File: config.mk
export PLATFORM = sky130hd
export DESIGN_NAME = instr_loader
export DESIGN_NICKNAME = d
export VERILOG_FILES = /design/src/rtl/instr_loader.sv
export SDC_FILE = /design/constraint.sdc
export NUM_CORES = 1
export LEC_CHECK = 0
export CAP_MARGIN = 20
export CORE_MARGIN = 2
export CORE_UTILIZATION = 45
export DETAILED_ROUTE_END_ITERATION = 7
export MAX_ROUTING_LAYER = met4
export PLACE_DENSITY = 0.86
export SYNTH_ARGS = -nofsm -noshare
export SYNTH_HDL_FRONTEND = slang
export SYNTH_SLANG_ARGS = --single-unit
File: constraint.sdc
create_clock -name clk -period 2 [get_ports clk]
set_input_delay 0.4 -clock clk [delete_from_list [all_inputs] [get_ports clk]]
set_output_delay 0.4 -clock clk [all_outputs]
set_load 0.01 [all_outputs]
File: src/rtl/instr_loader.sv
// Instruction loader: packs a big-endian serial byte stream into 32-bit words and writes them
// to instruction memory while holding the CPU. Define CHECKSUM_EN for a trailing checksum byte.
module instr_loader (
  input  logic        clk,
  input  logic        rst_n,
  input  logic        start,
  input  logic [7:0]  num_words,
  input  logic        byte_valid,
  input  logic [7:0]  byte_data,
  output logic        byte_ready,
  output logic        mem_we,
  output logic [31:0] mem_addr,
  output logic [31:0] mem_wdata,
  output logic        cpu_hold,
  output logic        busy,
  output logic        done,
  output logic        chk_err
);

  typedef enum logic [2:0] {
    StIdle  = 3'd0,
    StRecv  = 3'd1,
    StWrite = 3'd2,
`ifdef CHECKSUM_EN
    StCheck = 3'd3,
`endif
    StDone  = 3'd4
  } state_e;

  state_e      state_q, state_d;
  logic [1:0]  byte_idx_q, byte_idx_d;
  logic [7:0]  word_cnt_q, word_cnt_d;
  logic [7:0]  num_words_q, num_words_d;
  logic [31:0] addr_q, addr_d;
  logic [31:0] wdata_q, wdata_d;

  logic byte_acc;
  logic start_acc;
  logic last_word;

  assign byte_acc  = byte_valid & byte_ready;
  // start is only honoured when not busy
  assign start_acc = start & ((state_q == StIdle) | (state_q == StDone));
  assign last_word = (word_cnt_q + 8'd1) == num_words_q;

  // ---------------------------------------------------------------------------------------------
  // FSM: state register
  always_ff @(posedge clk or negedge rst_n) begin
    if (!rst_n) begin
      state_q <= StIdle;
    end else begin
      state_q <= state_d;
    end
  end

  // FSM: next state
  always_comb begin
    state_d = state_q;
    case (state_q)
      StIdle, StDone: begin
        if (start) begin
          state_d = (num_words == 8'd0) ? StDone : StRecv;
        end
      end
      StRecv: begin
        if (byte_acc && (byte_idx_q == 2'd3)) begin
          state_d = StWrite;
        end
      end
      StWrite: begin
        if (!last_word) begin
          state_d = StRecv;
        end else begin
`ifdef CHECKSUM_EN
          state_d = StCheck;
`else
          state_d = StDone;
`endif
        end
      end
`ifdef CHECKSUM_EN
      StCheck: begin
        if (byte_acc) begin
          state_d = StDone;
        end
      end
`endif
      default: state_d = StIdle;
    endcase
  end

  // FSM: outputs
  always_comb begin
    byte_ready = 1'b0;
    mem_we     = 1'b0;
    busy       = 1'b0;
    done       = 1'b0;
    case (state_q)
      StRecv: begin
        byte_ready = 1'b1;
        busy       = 1'b1;
      end
      StWrite: begin
        mem_we = 1'b1;
        busy   = 1'b1;
      end
`ifdef CHECKSUM_EN
      StCheck: begin
        byte_ready = 1'b1;
        busy       = 1'b1;
      end
`endif
      StDone:  done = 1'b1;
      default: ;
    endcase
  end

  assign cpu_hold  = busy;
  assign mem_addr  = addr_q;
  assign mem_wdata = wdata_q;

  // ---------------------------------------------------------------------------------------------
  // Datapath
  always_comb begin
    byte_idx_d  = byte_idx_q;
    word_cnt_d  = word_cnt_q;
    num_words_d = num_words_q;
    addr_d      = addr_q;
    wdata_d     = wdata_q;
    if (start_acc) begin
      byte_idx_d  = 2'd0;
      word_cnt_d  = 8'd0;
      num_words_d = num_words;
      addr_d      = 32'd0;
      wdata_d     = 32'd0;
    end else if (state_q == StRecv) begin
      if (byte_acc) begin
        // shifting left makes the first byte land in [31:24]
        wdata_d    = {wdata_q[23:0], byte_data};
        byte_idx_d = byte_idx_q + 2'd1;
      end
    end else if (state_q == StWrite) begin
      word_cnt_d = word_cnt_q + 8'd1;
      addr_d     = addr_q + 32'd4;
    end
  end

  always_ff @(posedge clk or negedge rst_n) begin
    if (!rst_n) begin
      byte_idx_q  <= 2'd0;
      word_cnt_q  <= 8'd0;
      num_words_q <= 8'd0;
      addr_q      <= 32'd0;
      wdata_q     <= 32'd0;
    end else begin
      byte_idx_q  <= byte_idx_d;
      word_cnt_q  <= word_cnt_d;
      num_words_q <= num_words_d;
      addr_q      <= addr_d;
      wdata_q     <= wdata_d;
    end
  end

  // ---------------------------------------------------------------------------------------------
  // Optional modulo-256 checksum over program bytes, compared against one trailing byte
`ifdef CHECKSUM_EN
  logic [7:0] sum_q, sum_d;
  logic       chk_err_q, chk_err_d;

  always_comb begin
    sum_d     = sum_q;
    chk_err_d = chk_err_q;
    if (start_acc) begin
      sum_d     = 8'd0;
      chk_err_d = 1'b0;
    end else if ((state_q == StRecv) && byte_acc) begin
      sum_d = sum_q + byte_data;
    end else if ((state_q == StCheck) && byte_acc) begin
      chk_err_d = (byte_data != sum_q);
    end
  end

  always_ff @(posedge clk or negedge rst_n) begin
    if (!rst_n) begin
      sum_q     <= 8'd0;
      chk_err_q <= 1'b0;
    end else begin
      sum_q     <= sum_d;
      chk_err_q <= chk_err_d;
    end
  end

  assign chk_err = chk_err_q;
`else
  assign chk_err = 1'b0;
`endif

endmodule

## Word level (Yosys, flattened, before mapping)

Cells that the tools add are included.

| word-level totals | value |
|---|---|
| register bits | 85 |
| input port bits | 20 |
| output and inout port bits | 70 |
| word-level logic and storage cells | 52 |

| operators by class | value |
|---|---|
| $add $sub $neg | 3 |
| equal/unequal tests | 8 |
| multiplexer cells | 21 |
| bitwise gates (word level) | 3 |
| reductions and logical operators | 11 |

Operators by type and width:

| cell | number |
|---|---|
| 32-bit two-way mux | 6 |
| 32-bit by 3-bit adder with 32-bit output (second input constant) | 1 |
| 8-bit two-way mux | 3 |
| 3-bit two-way mux | 4 |
| 3-bit case mux with 3 select lines | 1 |
| 8-bit by 1-bit adder with 8-bit output (second input constant) | 1 |
| 8-bit == test | 1 |
| 8-bit zero test | 1 |
| 2-bit two-way mux | 3 |
| 2-bit != test (second input constant) | 3 |
| 2-bit AND reduction | 3 |
| 2-bit nonzero test | 3 |
| 1-bit two-way mux | 4 |
| 2-bit OR reduction | 2 |
| 3-bit by 1-bit == test with 1-bit output (second input constant) | 1 |
| 3-bit by 2-bit == test with 1-bit output (second input constant) | 1 |
| 3-bit == test (second input constant) | 1 |
| 3-bit zero test | 1 |
| 2-bit by 1-bit adder with 2-bit output (second input constant) | 1 |
| 1-bit bitwise AND | 2 |
| 2-bit == test (second input constant) | 1 |
| 1-bit logical AND | 1 |
| 1-bit OR | 1 |

## Depth between registers and ports, before layout

| depth | value |
|---|---|
| word-level depth | 6 |
| gate-level depth with buffers | 8 |
| depth with buffers taken out | 7 |

## Worst setup path after synthesis

Ideal clock, no wire load.

| timing | value |
|---|---|
| path type | reg-to-reg |
| from | register addr_q[16], in the netlist mem_addr[16] |
| to | register addr_q[31], in the netlist mem_addr[31] |
| setup time | 0.078 ns |
| arrival | 1.915 ns |
| data required time | 1.922 ns |
| slack | 0.007 ns |
| stages on the path, launching flop included | 7 |
| path buffers | 1 |
| period minus slack after synthesis | 1.993 ns |
| cells stage by stage | dfrtp_1 and4_1 nand3_1 or4_1 buf_2 or3_1 a21oi_1 |

| between the ends | value |
|---|---|
| word-level cells in the longest chain between the ends | 4 |

Ends and longest elaborated chain:

| element | RTL line | text |
|---|---|---|
| from (decl) | 34 | `logic [31:0] addr_q, addr_d;` |
| from (signal assigned) | 159 | `addr_q <= addr_d;` |
| 32-bit by 3-bit adder with 32-bit output | 144 | `addr_d = addr_q + 32'd4;` |
| 32-bit two-way mux | 142 | `end else if (state_q == StWrite) begin` |
| 32-bit two-way mux | 136 | `end else if (state_q == StRecv) begin` |
| 32-bit two-way mux | 130 | `if (start_acc) begin` |

No other way between the ends. The select of a mux whose other input is x is not followed.
A chain may end at the register's enable or synchronous reset.

## Final worst setup path

| timing | value |
|---|---|
| from | register addr_q[10], in the netlist mem_addr[10] |
| to | register addr_q[27], in the netlist mem_addr[27] |

Same word-level chain as after synthesis.

==> qor.csv <==
metric,value,unit
synth_area,3920,sq um
netlist_instances,444,
critical_path_arrival,2240,ps
maxCapViolCount,0,
die_area,9480,sq um
grt_util_all_layers,22.6,%
drv_slew,0,
totalWireLength,10300,microns
ys_warn_count,0,
synth-simple-area-share,29.3,%
root_buffer,clkbuf_8,
run_status,"complete, no violations",
setup_viol,0,
start_kind,register,
gp_congestion,0.859,
synth_top_family_by_area,simple AND/OR/NAND/NOR gates,
io_pins,90,
ys_ff_latch,83,
hold_viol,0,
grt_pass1_vias,3736,
synth_xor_area_share,5.14,%
diodes,0,
ctsLongestPathBuffers,2,
dp_hpwl,6940,microns
drt_iter0_markers,149,
power.density,1060,nW/um^2
avgSynthCellArea,8.83,sq um
grt_pass1_wl,17400,microns
overflow,0,
initial_core_util,45.6,%
wire_per_inst,15.0,microns
clock_sink_count,83,
synthAdderAreaFrac,0.957,%
setup.worst_path.end_class,register,
muxShareOfSynthArea,0,%
num_vias,3675,
synth_top_flop_cell,dfrtp_1,
port_buffers,86,
worstMarginPinSlew,613,ps
synth.distinct_cells,42,
cp_data_required_time,2260,ps
power,0.00581,W
layout_min_cycle_time,1970,ps
h-tree-depth,3,
via_per_inst,5.39,
path_clk_slew,90,ps
dpl_cell_area,5140,sq um
finalNetCount,593,
synth_edf_count,0,
die_width,97.4,microns
stdcell_area,5490,sq um
row_count,34,
grt_start_max_net_pins,48,
synthArstFlopShare,100,%
crit_type,register to register,
antenna_found_initial,0,
crit_fanout,7,
coreArea,8590,sq um
min_period_over_period,98.7,%
relSlewSlack,59.0,%
clock_skew,9.54,ps
vdd_drop_max,0.832,mV
nFillCells,677,
min_path_type,input pin to asynchronous set/reset pin,
p_leak,2.51,nW
antenna_left,0,
drt-pass1-iter-count,4,
timing.fmax,506,MHz
cts_tree,built,
synth-compound-area-share,7.66,%
clock_latency,350,ps
drcViolationCount,0,
die_height,97.4,microns
numCtsBuffers,9,
syn_to_final_growth,40.0,%
drive_gt1_share,15.9,%
yosysSeqAreaShare,53.0,%
## cell type report
cell class	count	area (sq um)	area share, %
Clock buffer	11	151	2.76
Tap cell	108	135	2.46
Sequential cell	83	2080	37.8
Multi-Input combinational cell	327	1770	32.3
Timing Repair Buffer	141	1300	23.6
Inverter	8	30.0	0.547
Clock inverter	4	26.3	0.478
## final timing paths
kind / startpoint / to / slack [ps] / cells past startpoint
max: mem_addr[10] / mem_addr[27] / 30 / 5
min: rst_n / mem_wdata[10] / 430 / 2
max reg2reg: mem_addr[10] / mem_addr[27] / 30 / 5
min reg2reg: mem_wdata[19] / mem_wdata[27] / 500 / 2
max in group asynchronous: rst_n / mem_addr[18] / 1010 / 3
min in group clk: mem_wdata[19] / mem_wdata[27] / 500 / 2
## timing repair
item | in CTS | in global routing
endpoints found under the setup margin | 15 | 17
pin swaps | 1 | 5
resized for setup | 17 | 10
setup buffers | 4 | 10
hold buffers | 1 | 0
hold endpoints to repair | 10 | 0
## registers in the layout, indices dropped and copies added (netlist names)
signal and count:
mem_wdata 32, byte_idx_q 2, word_cnt_q 8, state_q 3, mem_addr 30, num_words_q 8
## power breakdown
part | total, W | internal [W] | switching, W
Combinational | 0.00223 | 0.00111 | 0.00111
Sequential | 0.00248 | 0.00212 | 0.000355
Clock | 0.00111 | 0.000510 | 0.000596
Total | 0.00581 | 0.00374 | 0.00206
## metrics by stage
stage          std cells  hold slack, ps  worst slack [ps]  utilization, %  TNS (ps)
2_1_floorplan        446             104              7.10               -         0
3_3_place_gp         652             248              14.7            59.8         0
3_5_place_dp         652             249             -87.1            59.8      -331
4_1_cts              672             429              4.67            62.4         0
5_1_grt              682             437             -21.8            63.9     -99.3
6_report             682             432              25.2            63.9         0
## critical path, cell delays in order (launching register included)
cell     delay [ps]
dfrtp_1         410
and4_4          250
nand3_2         120
or4_4           600
or3_1           330
a21oi_1         180
## synth_stat cells, types with 4 or more instances
cell      instances  area [sq um]
a21oi_1          14          70.1
and3_1            4          25.0
and4_1            4          35.0
buf_4             4          30.0
clkbuf_1         21          78.8
dfrtp_1          83          2080
inv_1             7          26.3
nand2_1         114           428
nand3_1          46           230
nand4_1          10          62.6
nor2_1           24          90.1
nor3_1           12          60.1
nor4_1            5          31.3
o21ai_0          25           125
or3_1            11          68.8
xnor2_1          17           149
xor2_1            6          52.6
## routing by layer
layer	vias up	part of all wire, %	GRT usage [%]
li1	1757	-	-
met1	1794	42	27.8
met2	103	51	37.7
met3	21	5.4	4.68
met4	0	1.7	7.48
met5	-	0	-
## layout by cell type (no fill, tap or decap), drive strengths merged, types with 5 or more instances in the layout
cell           netlist  routed
buf                  7      57
nor4                 5       5
clkdlybuf4s50        0      80
nor3                12      12
or3                 11      11
nand4               10      10
xor2                 6       6
nor2                24      24
nand3               47      47
nand2              114     114
inv                  8       8
a21oi               14      14
xnor2               17      17
clkbuf              21      11
o21ai               25      25
dfrtp               83      83
## logic make-up (layout without fill, tap and decap cells)
family                   after synthesis  in the layout
AO/OA/AOI/OAI                         52             52
XOR/XNOR                              23             23
adder cells (fa/ha/maj)                3              3
buffers and inverters                 36            164
flip-flops                            83             83
other                                  1              3
AND/OR/NAND/NOR                      246            246
No activity file was read; power rests on OpenSTA's default activity.
